### src/rtl/seg_scan_display_pkg.sv
// Shared constants for seg_scan_display: active-low segment patterns {g,f,e,d,c,b,a},
// the converter FSM state encoding and small constant helpers.
package seg_scan_display_pkg;

  typedef enum logic [1:0] {
    IDLE   = 2'd0,
    CONV   = 2'd1,
    COMMIT = 2'd2
  } state_t;

  localparam logic [6:0] SEG_0     = 7'h40;
  localparam logic [6:0] SEG_1     = 7'h79;
  localparam logic [6:0] SEG_2     = 7'h24;
  localparam logic [6:0] SEG_3     = 7'h30;
  localparam logic [6:0] SEG_4     = 7'h19;
  localparam logic [6:0] SEG_5     = 7'h12;
  localparam logic [6:0] SEG_6     = 7'h02;
  localparam logic [6:0] SEG_7     = 7'h78;
  localparam logic [6:0] SEG_8     = 7'h00;
  localparam logic [6:0] SEG_9     = 7'h10;
  localparam logic [6:0] SEG_DASH  = 7'h3F;
  localparam logic [6:0] SEG_BLANK = 7'h7F;

  function automatic logic [6:0] seg_decode(input logic [3:0] d);
    case (d)
      4'd0:    return SEG_0;
      4'd1:    return SEG_1;
      4'd2:    return SEG_2;
      4'd3:    return SEG_3;
      4'd4:    return SEG_4;
      4'd5:    return SEG_5;
      4'd6:    return SEG_6;
      4'd7:    return SEG_7;
      4'd8:    return SEG_8;
      4'd9:    return SEG_9;
      default: return SEG_BLANK;
    endcase
  endfunction

  // Largest value that fits in n decimal digits.
  function automatic logic [63:0] pow10_minus1(input int n);
    logic [63:0] p;
    p = 64'd1;
    for (int i = 0; i < n; i++) p = p * 64'd10;
    return p - 64'd1;
  endfunction

endpackage

### src/rtl/seg_scan_display_bin2bcd_seq.sv
// Sequential double-dabble converter: one add-3/shift step per clock, W steps per
// conversion; done is high during the cycle whose edge performs the final step.
module bin2bcd_seq #(
  parameter int W      = 14,
  parameter int DIGITS = 4
) (
  input  logic                  clk,
  input  logic                  rst,
  input  logic                  start,
  input  logic [W-1:0]          bin,
  output logic                  done,
  output logic [4*DIGITS-1:0]   bcd
);

  localparam int BW = 4 * DIGITS;
  localparam int CW = $clog2(W + 1);

  logic [BW+W-1:0] sr_q, sr_d;
  logic [CW-1:0]   cnt_q, cnt_d;
  logic [BW-1:0]   adj;

  generate
    for (genvar gi = 0; gi < DIGITS; gi++) begin : g_adj
      assign adj[gi*4 +: 4] = (sr_q[W+gi*4 +: 4] >= 4'd5) ? sr_q[W+gi*4 +: 4] + 4'd3
                                                           : sr_q[W+gi*4 +: 4];
    end
  endgenerate

  always_comb begin
    sr_d  = sr_q;
    cnt_d = cnt_q;
    if (start) begin
      sr_d  = {{BW{1'b0}}, bin};
      cnt_d = CW'(W);
    end else if (cnt_q != '0) begin
      sr_d  = {adj, sr_q[W-1:0]} << 1;
      cnt_d = cnt_q - CW'(1);
    end
  end

  always_ff @(posedge clk) begin
    if (rst) begin
      sr_q  <= '0;
      cnt_q <= '0;
    end else begin
      sr_q  <= sr_d;
      cnt_q <= cnt_d;
    end
  end

  assign done = (cnt_q == CW'(1));
  assign bcd  = sr_q[BW+W-1:W];

endmodule

### src/rtl/seg_scan_display.sv
// Signed result -> BCD -> multiplexed common-anode 7-segment display, one digit per
// scan_clk rising edge. Define SEG_LZ_BLANK_EN to blank leading-zero digits.
module seg_scan_display
  import seg_scan_display_pkg::*;
#(
  parameter int W      = 14,
  parameter int DIGITS = 4
) (
  input  logic              clk,
  input  logic              rst,
  input  logic              scan_clk,
  input  logic              load,
  input  logic [W-1:0]      value,
  output logic              busy,
  output logic              neg,
  output logic              ovf,
  output logic [DIGITS-1:0] an,
  output logic [6:0]        seg
);

  localparam int          BW    = 4 * DIGITS;
  localparam int          IW    = (DIGITS > 1) ? $clog2(DIGITS) : 1;
  localparam logic [63:0] LIMIT = pow10_minus1(DIGITS);

  state_t            state_q, state_d;
  logic              neg_n_q, neg_n_d, ovf_n_q, ovf_n_d;
  logic              neg_q, neg_d, ovf_q, ovf_d;
  logic [BW-1:0]     digits_q, digits_d;
  logic              scan_q;
  logic [IW-1:0]     idx_q, idx_d;
  logic [DIGITS-1:0] an_q, an_d;
  logic [6:0]        seg_q, seg_d;

  logic [W-1:0]      mag;
  logic              too_big, start, conv_done, tick;
  logic [BW-1:0]     bcd;
  logic [3:0]        dig [DIGITS];
  logic [DIGITS-1:0] blank;

  // Two's-complement negate of the most-negative value yields 2^(W-1) as unsigned.
  assign mag     = value[W-1] ? -value : value;
  assign too_big = ({{(64-W){1'b0}}, mag} > LIMIT);
  assign tick    = scan_clk & ~scan_q;

  bin2bcd_seq #(.W(W), .DIGITS(DIGITS)) u_bin2bcd (
    .clk   (clk),
    .rst   (rst),
    .start (start),
    .bin   (mag),
    .done  (conv_done),
    .bcd   (bcd)
  );

  always_comb begin
    state_d  = state_q;
    neg_n_d  = neg_n_q;
    ovf_n_d  = ovf_n_q;
    neg_d    = neg_q;
    ovf_d    = ovf_q;
    digits_d = digits_q;
    start    = 1'b0;
    case (state_q)
      IDLE: if (load) begin
        neg_n_d = value[W-1];
        ovf_n_d = too_big;
        start   = ~too_big;
        state_d = too_big ? COMMIT : CONV;
      end
      CONV: if (conv_done) state_d = COMMIT;
      COMMIT: begin
        digits_d = ovf_n_q ? '0 : bcd;
        neg_d    = neg_n_q;
        ovf_d    = ovf_n_q;
        state_d  = IDLE;
      end
      default: state_d = IDLE;
    endcase
  end

  generate
    for (genvar gi = 0; gi < DIGITS; gi++) begin : g_dig
      assign dig[gi] = digits_q[gi*4 +: 4];
    end
  endgenerate

`ifdef SEG_LZ_BLANK_EN
  logic seen_nz;
  always_comb begin
    blank   = '0;
    seen_nz = 1'b0;
    for (int i = DIGITS - 1; i > 0; i--) begin
      seen_nz  = seen_nz | (dig[i] != 4'd0);
      blank[i] = ~seen_nz;
    end
  end
`else
  assign blank = '0;
`endif

  always_comb begin
    idx_d = idx_q;
    an_d  = an_q;
    seg_d = seg_q;
    if (tick) begin
      an_d  = ~(DIGITS'(1) << idx_q);
      seg_d = ovf_q ? SEG_DASH : (blank[idx_q] ? SEG_BLANK : seg_decode(dig[idx_q]));
      idx_d = (idx_q == IW'(DIGITS - 1)) ? '0 : idx_q + IW'(1);
    end
  end

  always_ff @(posedge clk) begin
    if (rst) begin
      state_q  <= IDLE;
      neg_n_q  <= 1'b0;
      ovf_n_q  <= 1'b0;
      neg_q    <= 1'b0;
      ovf_q    <= 1'b0;
      digits_q <= '0;
      scan_q   <= 1'b0;
      idx_q    <= '0;
      an_q     <= '1;
      seg_q    <= SEG_BLANK;
    end else begin
      state_q  <= state_d;
      neg_n_q  <= neg_n_d;
      ovf_n_q  <= ovf_n_d;
      neg_q    <= neg_d;
      ovf_q    <= ovf_d;
      digits_q <= digits_d;
      scan_q   <= scan_clk;
      idx_q    <= idx_d;
      an_q     <= an_d;
      seg_q    <= seg_d;
    end
  end

  assign busy = (state_q != IDLE);
  assign neg  = neg_q;
  assign ovf  = ovf_q;
  assign an   = an_q;
  assign seg  = seg_q;

endmodule
### config.mk
export PLATFORM = sky130hd
export DESIGN_NAME = seg_scan_display
export DESIGN_NICKNAME = d
export VERILOG_FILES = /design/src/rtl/seg_scan_display_pkg.sv /design/src/rtl/seg_scan_display_bin2bcd_seq.sv /design/src/rtl/seg_scan_display.sv
export SDC_FILE = /design/constraint.sdc
export NUM_CORES = 1
export LEC_CHECK = 0
export ABC_AREA = 1
export ABC_CLOCK_PERIOD_IN_PS = 1900
export CAP_MARGIN = 20
export CORE_ASPECT_RATIO = 2
export CORE_MARGIN = 4
export CORE_UTILIZATION = 50
export DETAILED_ROUTE_END_ITERATION = 7
export GPL_TIMING_DRIVEN = 0
export PLACE_DENSITY = 0.73
export SKIP_CTS_REPAIR_TIMING = 1
export SLEW_MARGIN = 20
export SYNTH_ARGS = -nofsm -noshare
export SYNTH_HDL_FRONTEND = slang
export SYNTH_SLANG_ARGS = --single-unit
### constraint.sdc
create_clock -name clk -period 1.9 [get_ports clk]
set_clock_uncertainty 0.15 [all_clocks]
set_input_delay 0.38 -clock clk [delete_from_list [all_inputs] [get_ports clk]]
set_output_delay 0.38 -clock clk [all_outputs]
set_load 0.01 [all_outputs]
---- Yosys cells after proc, flatten, opt, wreduce, memory -nomap -nowiden ----
Memories as Yosys holds them, arrays and structs flattened.
Cells that the tools add are included.
W data, S select, Z words.
word-level totals
  register bits ........................... 70
  bits in read-only memories .............. 112
  memories ................................ 1
cells by class
  add/subtract/negate cells ............... 7
  magnitude comparators ................... 7
  eq/ne operators ......................... 6
  shift-type cells ........................ 1
  mux-type cells .......................... 24
  bitwise gates (word level) .............. 5
  reductions and logical operators ........ 7
memory list
  memory           depth  bits a word  read ports  clocked after memory_dff  write ports  RTL line                    text
  (no name shown)  16     7            1           0                         0            seg_scan_display_pkg.sv:25  case (d)
operator list
  kind                    number
  $mux W14                3
  $mux W4                 7
  $ge A4 B3 Y1 const B    4
  $mux W16                1
  $gt A14 B14 Y1 const B  1
  $mux W7                 2
  $neg A14 Y14            1
  $add A4 B2 Y4 const B   3
  $bmux W4 S2             1
  $mux W2                 4
  $eq A2 B2 Y1 const B    2
  $eq A4 B1 Y1 const B    1
  $ne A2 B2 Y1 const B    2
  $not A4 Y4              1
  $pmux W2 S2             1
  $reduce_and A2 Y1       2
  $reduce_bool A2 Y1      2
  $reduce_bool A4 Y1      1
  $shl A1 B2 Y4 const A   1
  $sub A4 B1 Y4 const B   1
  $add A3 B2 Y3 const B   1
  $ge A3 B3 Y1 const B    1
  $lt A2 B3 Y1 const B    1
  $mux W1                 3
  other kinds (9)         10

---- Longest topological paths before layout ----
Gate-level depths: netlist (run 1).
  depth after elaboration ................. 7
  depth in mapped cells ................... 14
  mapped depth without buffers ............ 13

---- Modules after synthesis ----
Synthesis (run 1) repeated with hierarchy kept, for this count alone.
second synthesis, totals
  cell total of the unflattened synthesis .. 584
  area, all modules ....................... 4,130.2 um2
by module, submodules not included
  module            instances  cells an instance  area each (um2)  sequential area each (um2)
  bin2bcd_seq       1          290                2,084.5          680.7
  seg_scan_display  1          294                2,045.7          720.7

---- Worst setup path after synthesis (run 1) ----
No wires, ideal clock.
  path type ............................... in2reg
  start point ............................. in value[0]
  end point ............................... reg u_bin2bcd.sr_q[10]
  setup time .............................. 128 ps
  data arrival time ....................... 1,586 ps
  required time ........................... 1,622 ps
  slack ................................... 36 ps
  cell stages on the path ................. 14
  buffers on the path ..................... 1
  path through ............................ inv_1 > ha_1 > nand2_1 > nor2_2 > nand2_1 > nand3_2 > nand2_2 > nand2_4 > nand3_4 > buf_6 > nand2_1 > nand2_1 > nor2_1 > nor2_1
between the ends
  word-level cells in the longest chain between the ends .. 7
  elaborated cells between the ends (all ways) .. 8
  classes of those cells .................. add/sub: 1; order compare: 1; mux: 4; bitwise: 1; reduce/logical: 1
RTL lines
  element                                         RTL line                            text
  from (decl)                                     seg_scan_display.sv:13              input logic [W-1:0] value,
  $neg A14 Y14                                    seg_scan_display.sv:41              assign mag = value[W-1] ? -value : value;
  $mux W14 (*)                                    seg_scan_display.sv:41
  $gt A14 B14 Y1                                  seg_scan_display.sv:42              assign too_big = ({{(64-W){1'b0}}, mag} > LIMIT);
  $not A1 Y1                                      seg_scan_display.sv:66              start = ~too_big;
  $mux W1                                         seg_scan_display.sv:63              IDLE: if (load) begin
  $mux W1                                         seg_scan_display.sv:62              case (state_q)
  $mux W14 or $reduce_bool A2 Y1 (tied branches)  --
  to (signal assigned)                            seg_scan_display_bin2bcd_seq.sv:46  sr_q <= sr_d;
  to (decl)                                       seg_scan_display_bin2bcd_seq.sv:18  logic [BW+W-1:0] sr_q, sr_d;
Every way passes the cells marked *; elsewhere a longest branch is shown, timed or not.
A chain may end at the register's enable or synchronous reset.

---- Worst setup path after layout (run 1) ----
  start point ............................. reg u_bin2bcd.cnt_q[0]
  end point ............................... reg u_bin2bcd.sr_q[12]
between the ends
  word-level cells in the longest chain between the ends .. 2
RTL lines
  element                       RTL line                            text
  from (decl)                   seg_scan_display_bin2bcd_seq.sv:19  logic [CW-1:0] cnt_q, cnt_d;
  from (signal assigned)        seg_scan_display_bin2bcd_seq.sv:47  cnt_q <= cnt_d;
  $reduce_bool A4 Y1            seg_scan_display_bin2bcd_seq.sv:35  end else if (cnt_q != '0) begin
  $reduce_bool A2 Y1 (no line)  --
Every way passes these cells.

==> flow_summary.ini, run 1 <==
[hold_path]
hold_path.class = input pin to flip-flop

[cells_and_area]
mostFrequentLayoutCells = nand2_1 (98), nor2_1 (78), dfxtp_1 (67)
layout-drive-gt1-share = 0.1658
final_area_um2 = 4921
area_delta_synth_final_pct = 30.49
fillers = 602
final_nets = 640
n_antenna_cell = 0
layout_commonest_cell = nand2_1
finalNonFillerCells = 701

[synth]
syn_area_per_cell_um2 = 6.907
synthesis.area_um2 = 3771
syn_nets = 582
yosysSeqAreaShare = 0.3716
yosysWarnings = 0
synth_cells = 546
synth_cell_types = 34
ys_seq_elements = 70

[worst_setup_path]
endpoint = u_bin2bcd.sr_q[12]
startpoint = u_bin2bcd.cnt_q[0]
timing.rr.start = u_bin2bcd.cnt_q[0]
critical_path_class = flip-flop to flip-flop
crit_required_ns = 1.95
crit_buf_inv = 4
cpLargestDelayFamily = simple AND/OR/NAND/NOR gates
path_depth = 11
worst_path_max_delay_cell = dfxtp_1
end_kind = flip-flop
r2r_slack_ns = 0.03
path_cells = nor2_1, inv_1, nor2_2, inv_1, nor2_4, inv_2, buf_4, nand2_1, nand2_1, nand2_1, a21oi_1
cpMostUsedCell = nand2_1
rr_worst_depth = 11
startpoint_type = flip-flop
crit_fanout = 10
r2r_end = u_bin2bcd.sr_q[12]
cpPeakStageDelay_ns = 0.33
arrival_ns = 1.92

[placed_design]
dp_hpwl_um = 7484
place_congestion = 0.8853
place_area_um2 = 4177
io_buffers = 29
dp.cells = 667

[sta]
setup_violations = 0
timing.slew.headroom = 0.6287
worst_pin_slew_ns = 0.5569
slew_viol_final = 0
min_period_over_period = 0.9856
timing.fmax_mhz = 534.0
finalWorstPathRequiredPeriod_ns = 1.873
timing.final.hold_violations = 0
holdWs_ns = 0.1927

[floorplan]
fp.dieH_um = 130.8
ios = 32
row_count = 44
die_area_um2 = 9080
dieWidth_um = 69.41
core_region_area_um2 = 7322
initial_utilization = 0.5150

[route]
drt-vias-per-instance = 5.571
vias = 3905
wl_per_cell_um = 15.47
antenna_left = 0
wl_um = 10840
drt_first_iter_violations = 271
drtPass1Iterations = 5
drcViolationCount = 0

[clocking]
htreeDepth = 3
cts_max_path_buffers = 2
cts_sinks = 70
numCtsBuffers = 9
cts_root_buffer = clkbuf_16
cts_tree = built
clkLatencyLatePin_ns = 0.34
clk_pin_slew_ns = 0.06

[pwr]
clkPwrFrac = 0.417
p_sw_mw = 1.398
p_int_mw = 3.290
p_per_area_nw_per_um2 = 952.7
totalPowerFinal_mw = 4.688
p_leak_nw = 2.204
max-vdd-ir-drop_mv = 0.5787
pwr-share-comb = 0.224
p_seq_frac = 0.359
netSwitchingFraction = 0.2983

[global_route]
antenna_found_initial = 0
grt-ovfl-total = 0
grt_pass1_vias = 3644
grt_start_max_net_pins = 14
grt_pass1_wl_um = 15970
grtUsageTotal = 0.2222

[outcome]
run_status = complete, no violations

[run]
max_cap_violations = 0
## registers in the layout (all words and copies together), names as in the netlist
signal and count:
ovf 1, u_bin2bcd.sr_q 30, u_bin2bcd.cnt_q 4, an 4, state_q 2, neg 1, scan_q 1, digits_q 16
idx_q 2, neg_n_q 1, seg 7, ovf_n_q 1
## cells in the mapped netlist, drive strengths merged
library cell  instances  area, um^2
o211ai                1       7.510
nor3                  3       15.01
a311oi                1       8.760
or2                   1       6.260
nand4                16       100.1
nor2                 94       372.9
nand3                36       197.7
ha                   18       225.2
a22oi                12       90.09
dfxtp                70        1401
clkinv                2       7.510
o22ai                 5       31.28
a21oi                37       185.2
a31oi                 5       31.28
buf                  13       76.32
o211a                 1       10.01
inv                  59       221.5
nand2               110       432.9
a211oi                4       30.03
o21ai                36       180.2
xor2                  6       52.55
clkbuf               10       37.54
xnor2                 4       35.03
nand3b                2       15.01
## worst min-delay path by stage
stage,start,endpoint,slack [ns],cells past startpoint
6_report,value[0],u_bin2bcd.sr_q[0],0.19,3
3_5_place_dp,an[3],an[3],0.30,2
3_3_place_gp,an[3],an[3],0.30,2
4_1_cts,an[3],an[3],0.32,2
2_1_floorplan,digits_q[12],digits_q[12],0.30,2
5_1_grt,value[0],u_bin2bcd.sr_q[0],0.19,3
## stage by stage
| stage | setup TNS (ns) | setup slack, ns | utilization |
|---|---|---|---|
| 2_1_floorplan | 0 | 0.03602 | - |
| 3_3_place_gp | -24.31 | -0.6836 | 0.5704 |
| 3_5_place_dp | -25.77 | -0.7257 | 0.5704 |
| 4_1_cts | -10.09 | -0.3791 | 0.6177 |
| 5_1_grt | -0.3691 | -0.05155 | 0.6721 |
| 6_report | 0 | 0.02745 | 0.6721 |
## power groups by stage
stage	Clock, mW	Combinational [mW]	Sequential, mW
2_1_floorplan	0	0.591	1.69
3_3_place_gp	0	0.854	1.70
3_5_place_dp	0	0.873	1.70
4_1_cts	1.96	0.883	1.67
5_1_grt	2.03	1.15	1.69
6_report	1.96	1.05	1.68
## layout make-up
class / count / area [um^2] / area share
multi-input cells: 394 / 2192 / 0.4455
well taps: 92 / 115.1 / 0.02339
repair buffers: 45 / 452.9 / 0.09204
plain buffers: 23 / 170.2 / 0.03458
clock inverters: 7 / 121.4 / 0.02466
inverters: 61 / 236.5 / 0.04805
flip-flops and latches: 70 / 1408 / 0.2860
clock buffers: 9 / 225.2 / 0.04577
## cells by family (layout without fill, tap and decap cells)
group / count (synthesis) / after routing / share of synthesized area
AO/OA/AOI/OAI: 102 / 102 / 0.1523
buffers and inverters: 84 / 145 / 0.09091
flip-flops: 70 / 70 / 0.3716
AND/OR/NAND/NOR: 262 / 264 / 0.3023
adder cells (fa/ha/maj): 18 / 18 / 0.05972
XOR/XNOR: 10 / 10 / 0.02322
## routing by layer
layer  vias up  track usage  part of all wire
met4         0       0.1956             0.072
met3        61      0.04441             0.038
met1      1808       0.1819              0.33
met5         -            0                 0
met2       125       0.4364              0.56
li1       1911            -                 -
## tightest hold or removal path, delay by kind of cell
family	cells	cell delay, ns
simple gates	1	0.09
buf+inv	1	0.10
compound gates	1	0.06
(Power assumes the default switching activity.)
==> run 2: changes to the inputs <==
--- a/config.mk
+++ b/config.mk
@@ -19,3 +19,4 @@
 export SYNTH_ARGS = -nofsm -noshare
 export SYNTH_HDL_FRONTEND = slang
 export SYNTH_SLANG_ARGS = --single-unit
+export TNS_END_PERCENT = 100
==> results of run 2 <==
No change in the layout: final DEF, timing and power equal those of run 1.
